## src/rtl/bootrom_arb_pkg.sv

```systemverilog
// bootrom_arb_pkg: shared state type and sizing constants for the boot ROM
// port arbiter and its round-robin picker.
package bootrom_arb_pkg;
   typedef enum logic {IDLE, BURST} state_t;
   localparam int LEN_W = 4;
   localparam int DEF_AW = 16;
   localparam int DEF_DW = 32;
endpackage

```

## src/rtl/rr_arbiter.sv

```systemverilog
// rr_arbiter: round-robin picker; search starts one past the last accepted
// index, and the pointer only moves when the grant is actually accepted.
module rr_arbiter #(
   parameter int NREQ = 2
) (
   input  logic                     clock,
   input  logic                     reset,
   input  logic [NREQ-1:0]          req,
   input  logic                     accept,
   output logic [NREQ-1:0]          grant,
   output logic [$clog2(NREQ)-1:0]  grant_idx
);
   localparam int IW = $clog2(NREQ);
   logic [IW-1:0] last;
   // Walk the offsets from farthest to nearest so the nearest requester wins.
   always_comb begin
      grant = '0;
      grant_idx = '0;
      for (int i = NREQ; i >= 1; i--) begin
         if (req[(int'(last) + i) % NREQ]) begin
            grant = '0;
            grant[(int'(last) + i) % NREQ] = 1'b1;
            grant_idx = IW'((int'(last) + i) % NREQ);
         end
      end
   end
   always_ff @(posedge clock) begin
      if (reset)
         last <= IW'(NREQ - 1);
      else if (accept)
         last <= grant_idx;
   end
endmodule

```

## src/rtl/bootrom_port_arbiter.sv

```systemverilog
// bootrom_port_arbiter: shares one synchronous boot ROM between NREQ burst
// requesters; one beat per cycle with a single registered response stage.
module bootrom_port_arbiter
   import bootrom_arb_pkg::*;
#(
   parameter int NREQ = 2,
   parameter int AW   = DEF_AW,
   parameter int DW   = DEF_DW
) (
   input  logic                     clock,
   input  logic                     reset,
   input  logic [NREQ-1:0]          req_valid,
   output logic [NREQ-1:0]          req_ready,
   input  logic [NREQ*AW-1:0]       req_addr,
   input  logic [NREQ*LEN_W-1:0]    req_len,
   output logic                     resp_valid,
   input  logic                     resp_ready,
   output logic [DW-1:0]            resp_data,
   output logic [$clog2(NREQ)-1:0]  resp_id,
   output logic                     resp_last,
   output logic                     rom_me,
   output logic                     rom_oe,
   output logic [AW-1:0]            rom_address,
   input  logic [DW-1:0]            rom_q
);
   localparam int IW = $clog2(NREQ);
   state_t state, state_n;
   logic [NREQ-1:0] grant;
   logic [IW-1:0] grant_idx, id;
   logic [AW-1:0] start;
   logic [LEN_W-1:0] len;
   logic [LEN_W:0] cnt;
   logic accept, issue, done;
   rr_arbiter #(.NREQ(NREQ)) u_rr (
      .clock     (clock),
      .reset     (reset),
      .req       (req_valid),
      .accept    (accept),
      .grant     (grant),
      .grant_idx (grant_idx)
   );
   // The ROM output register is the response stage, so a stall just withholds rom_me.
   always_comb begin
      accept = state == IDLE && |req_valid;
      req_ready = state == IDLE ? grant : '0;
      issue = state == BURST && cnt <= {1'b0, len} && (!resp_valid || resp_ready);
      done = resp_valid && resp_ready && resp_last;
      state_n = accept ? BURST : done ? IDLE : state;
      rom_me = issue;
      rom_address = issue ? start + AW'(cnt) : '0;
      rom_oe = resp_valid;
      resp_data = rom_q;
   end
   always_ff @(posedge clock) begin
      if (reset)
         state <= IDLE;
      else
         state <= state_n;
   end
   always_ff @(posedge clock) begin
      if (reset) begin
         cnt <= '0;
         start <= '0;
         len <= '0;
         id <= '0;
         resp_valid <= 1'b0;
         resp_last <= 1'b0;
         resp_id <= '0;
      end else begin
         if (accept) begin
            start <= req_addr[grant_idx*AW +: AW];
            len <= req_len[grant_idx*LEN_W +: LEN_W];
            id <= grant_idx;
            cnt <= '0;
         end
         if (issue) begin
            cnt <= cnt + 1'b1;
            resp_valid <= 1'b1;
            resp_last <= cnt == {1'b0, len};
            resp_id <= id;
         end else if (resp_ready) begin
            resp_valid <= 1'b0;
            resp_last <= 1'b0;
         end
      end
   end
endmodule
```

## config.mk

```make
export PLATFORM = sky130hd
export DESIGN_NAME = bootrom_port_arbiter
export DESIGN_NICKNAME = d
export VERILOG_FILES = /design/src/rtl/bootrom_arb_pkg.sv /design/src/rtl/rr_arbiter.sv /design/src/rtl/bootrom_port_arbiter.sv
export SDC_FILE = /design/constraint.sdc
export NUM_CORES = 1
export LEC_CHECK = 0
export CORE_ASPECT_RATIO = 1.2
export CORE_MARGIN = 1
export CORE_UTILIZATION = 41
export CTS_BUF_LIST = sky130_fd_sc_hd__clkbuf_8
export CTS_CLUSTER_DIAMETER = 120
export DETAILED_ROUTE_END_ITERATION = 10
export PLACE_DENSITY = 0.95
export SYNTH_ARGS = -nofsm -noshare
export SYNTH_HDL_FRONTEND = slang
export SYNTH_SLANG_ARGS = --single-unit
```

## constraint.sdc

```tcl
create_clock -name clock -period 4.45 [get_ports clock]
set_input_delay 0.6675 -clock clock [delete_from_list [all_inputs] [get_ports clock]]
set_output_delay 0.6675 -clock clock [all_outputs]
set_load 0.05 [all_outputs]
```

Yosys cells after proc, flatten, opt, wreduce, memory -nomap -nowiden

Cells that the tools add are included.

Register bits: 31
Input port bits: 77
Output and inout bits: 55
Word-level logic and storage cells: 60

$add $sub $neg: 4
Magnitude comparators: 5
Eq/ne operators: 1
Shift operators: 2
Muxes and demuxes: 23
Bitwise operators: 3
Reduce and logical (&&, ||, !) cells: 13

Operators with widths:

| operator            | number |
|---|---|
| $shiftx 32x6->16    | 1 |
| $add 16x5->16       | 1 |
| $mux 16             | 1 |
| $mux 1              | 15 |
| $mux 5              | 2 |
| $shiftx 8x4->4      | 1 |
| $logic_and 1x1->1   | 7 |
| $lt 2x3->1 const B  | 2 |
| $mux 2              | 3 |
| $reduce_bool 2->1   | 3 |
| $add 5x1->5 const B | 1 |
| $eq 5x4->1          | 1 |
| $le 5x4->1          | 1 |
| $ge 2x1->1 const B  | 2 |
| $add 1x1->1 const B | 2 |
| $and 1x1->1 const A | 2 |
| $demux 1 s1         | 2 |
| $reduce_or 2->1     | 1 |
| $logic_not 1->1     | 1 |
| $logic_or 1x1->1    | 1 |
| $not 1->1           | 1 |

Logic depth before layout (Yosys ltp)

Gate-level depths: netlist of run 1.

Depth in word-level cells: 9
Depth in mapped cells: 8
Mapped depth without buffers: 8

Cells and area by module

Synthesis of run 1 repeated with hierarchy kept, for this count alone.

Cells, all modules: 264
Area, all modules: 2,164.6 µm²

By module, submodules not included:

| module               | instances | cells each | area each (µm²) | sequential area each (µm²) |
|---|---|---|---|---|
| bootrom_port_arbiter | 1         | 257        | 2,103.3         | 600.6 |
| rr_arbiter           | 1         | 7          | 61.3            | 20.0 |

Worst setup path after synthesis of run 1

Ideal clock, no wire load.

Kind: register to output
From: register cnt[2]
To: output rom_address[4]
Arrival time: 2.689 ns
Required time: 3.783 ns
Path slack: 1.094 ns
Cell stages (with the launch flop): 7
Buffers on the path: 1
Cell sequence: dfxtp_1 -> ha_1 -> nand3_1 -> or3b_1 -> a21o_1 -> buf_2 -> a211oi_1

Longest elaborated chain between the ends: 4
Elaborated cells between the ends (all ways): 5
Those cells by class: add/sub: 1; order compare: 1; mux: 1; reduce/logical: 2

Ends and longest elaborated chain:

| element                                                               | RTL line                   | source |
|---|---|---|
| start: declaration                                                    | bootrom_port_arbiter.sv:32 | `logic [LEN_W:0] cnt;` |
| start signal: assignment                                              | bootrom_port_arbiter.sv:77 | `cnt <= cnt + 1'b1;` |
| parallel branches: the longest is 3 deep, another holds $add 16x5->16 | --                         |  |
| $mux 16 (*)                                                           | bootrom_port_arbiter.sv:50 | `rom_address = issue ? start + AW'(cnt) : '0;` |
| end: declaration                                                      | bootrom_port_arbiter.sv:23 | `output logic [AW-1:0] rom_address,` |

Every way passes the cells marked *.

Worst setup path in the final report of run 1

From: register cnt[0]
To: output rom_address[14]

Same word-level chain as after synthesis.

==> run metrics, run 1 <==
Synth Area in Simple Gates 16.7%; syn_nets approximately 350; critical path launch point type flop; Die ar. between 5000 and 6000 sq um; total wire length ~4800 um; DRC 0; initial antenna violation count 0; share of the synthesized area in compound gates (AO/OA/AOI/OAI) 19.3%; DR vias/cell approximately 5.4; post-cts resize count 0; minimum clock period between 3 and 4 ns; post-DP HPWL 3640 um; total track usage a little under a fifth; leading area contributor after synthesis dfxtp_1; fin crit share 85.1%; Final Hold Viols 0; Vias 1922; Synth Register Bits 31; synth unique cells 40; Crit path max-delay family buffers and inverters; Routed WL per cell 13.5 um; chip height 81.2 um; max_cap viols 0; RSZ-0062 raised after global routing false; final setup TNS 0 ns; power per cell area between 200 and 300 nW/um^2; Seq/Total Area, Yosys around 29%; router iterations before antenna repair 4; worst-path maximum fanout 6; Syn Area/Cell around 8 sq um; post-synthesis mux area share under 10%; First DRT Iteration DRCs between 50 and 60; async set or reset register ratio after synthesis 0%; mapped cell area 2140 sq um; core area just under 5000 sq um; adder-cell share of the synthesized area 6.78%; Layout area overhead 25.8%; setup violators final 0; Top Ports roughly 130; VDD IR max between 0.2 and 0.25 mV; H-tree depth 2; Final Max Slew Viols 0; Layout Cells excl Fill approximately 350; TritonCTS clock tree yes; top-count cell post-synth nor2_1; Highest Clock Rate 0.264 GHz; maximum root-to-sink buffer count 2; Post-Route Skew roughly 0.005 ns; first-pass GRT wire length 7590 um; class of the most critical setup path reg -> out; Mapped Cells 261; Buf+Inv Stages, Crit Path 2; outcome finished, final reports clean; vias in the first global route approximately 1700; largest family of logic cells by synthesized area compound AO/OA/AOI/OAI gates; Pleak approximately 1 nW; TritonCTS Sinks 31; layout cells sized above 1 under 10%; Clock Latency Late Sink between 0.2 and 0.3 ns; Synth area leaders dfxtp_1 (29%), buf_4 (12%), mux2i_1 (9.3%), a211oi_1 (8.8%), nor2_1 (6.8%); CP cell instances ha_1 > inv_1 > fa_1 > nor2b_1 > o31a_1 > o2111ai_1 > xor2_1 > nor2_1 > clkdlybuf4s50_1; WP data required between 3 and 4 ns; crit-path max cell delay 0.82 ns; EDFF count, synth 0; worst hold path type reg -> reg; arrival time of the worst setup path between 3 and 4 ns; total congestion overflow 0; Crit-path slowest cell clkdlybuf4s50_1; ANT cells 0; Placed Cells between 300 and 400; final net count 380; Chip Width around 70 um; placer's final routability congestion estimate around 0.8; share of the synthesized area in the top cell type between 20 and 30%; clk slew on worst S/H paths approximately 0.060 ns; most frequent cells after synthesis nor2_1 (39), buf_4 (33), dfxtp_1 (31); CTS Hold Bufs 0; relative slew slack roughly a fifth; # Post-CTS Setup Buffers 0; PortBufs 67; row cnt 28; worst slew pin tran approximately 1.2 ns; Ys Warns 0; largest net degree at the start of global routing 43; Starting Density about 43%; antenna violation net count after detailed routing 0; Synth Flop Type dfxtp_1; Worst setup EP type output port; CTS root buf clkbuf_8; CTS buffer count 5; xor/xnor share of the synthesized area under 10%
logic make-up (layout without fill, tap and decap cells):
kind of cell	after synthesis	after routing
compound gates	60	60
xor+xnor	8	8
simple gates	76	76
mux	20	20
fa+ha+maj	11	11
flops	31	31
buf+inv	55	87
sequential cells by signal, summed over array words and instances (netlist names):
name        flops
state           1
len             4
start          16
resp_last       1
u_rr.last       1
resp_valid      1
cnt             5
resp_id         1
id              1
final timing paths:
kind	slack, ns	to	cells past startpoint	startpoint
max	0.66	rom_address[14]	9	cnt[0]$_SDFFE_PP0P_
min	0.46	resp_id$_SDFFE_PP0P_	2	resp_id$_SDFFE_PP0P_
max reg2reg	2.14	cnt[4]$_SDFFE_PP0P_	7	cnt[2]$_SDFFE_PP0P_
min reg2reg	0.46	resp_id$_SDFFE_PP0P_	2	resp_id$_SDFFE_PP0P_
layout by cell type (no fill, tap or decap), types with 2 or more instances in the layout:
| master | n |
|---|---|
| dfxtp_1 | 31 |
| nand3_1 | 5 |
| a31o_2 | 2 |
| nand2_1 | 10 |
| xor2_1 | 8 |
| nor3_1 | 3 |
| and4_4 | 2 |
| a21o_1 | 2 |
| o21ai_0 | 7 |
| mux2i_1 | 20 |
| clkdlybuf4s50_1 | 67 |
| o2111ai_1 | 2 |
| or2_2 | 2 |
| ha_1 | 10 |
| or3_1 | 3 |
| a211oi_1 | 25 |
| clkbuf_8 | 5 |
| nor2b_1 | 4 |
| a21oi_1 | 9 |
| nand2b_1 | 3 |
| buf_4 | 2 |
| o211ai_1 | 3 |
| inv_1 | 11 |
| nor2_1 | 38 |
| o21ai_1 | 2 |
layer usage:
| metal | wire (um) | global-route usage (%) | vias to the layer above |
|---|---|---|---|
| met4 | 130 | 7.29 | 0 |
| li1 | - | - | 960 |
| met2 | 2440 | 32.5 | 46 |
| met3 | 256 | 4.07 | 22 |
| met1 | 1930 | 20.3 | 894 |
| met5 | 0 | 0 | - |
power breakdown:
group | internal, W | leakage, nW | switching (W)
clock | 0.000105 | 0.0505 | 0.0000973
combinational | 0.000110 | 0.713 | 0.000141
sequential | 0.000303 | 0.256 | 0.0000249
total | 0.000518 | 1.02 | 0.000263
layout make-up:
cell class | instances | area [sq um]
fill | 478 | 2280
tap | 60 | 75.1
multi-input combinational | 175 | 1190
inverter | 10 | 37.5
timing repair buffer | 69 | 686
sequential | 31 | 621
clock inverter | 3 | 12.5
clock buffer | 5 | 68.8
worst min-delay path, delay by kind of cell (launching register included):
| family | cells | cell delay [ns] |
|---|---|---|
| DFF | 1 | 0.31 |
| and+or+nand+nor | 1 | 0.05 |
| AOI/OAI and AO/OA | 1 | 0.05 |
metrics by stage:
step	utilization, %	area, sq um	setup WS (ns)	hold slack [ns]	power (W)
3_5_place_dp	52.5	2610	0.796	0.461	0.000585
5_1_grt	54.1	2690	0.423	0.501	0.000826
4_1_cts	54.1	2690	0.651	0.469	0.000788
6_report	54.1	2690	0.664	0.463	0.000781
3_3_place_gp	52.5	2610	0.859	0.456	0.000578
2_1_floorplan	-	2140	1.09	0.432	0.000569
Note: power is estimated with default switching activity, not from simulation.
==> run 2, diff against run 1 <==
- GPL_ROUTABILITY_DRIVEN: unset -> 0
==> results of run 2 <==
No change in the layout: final DEF, timing and power equal those of run 1.
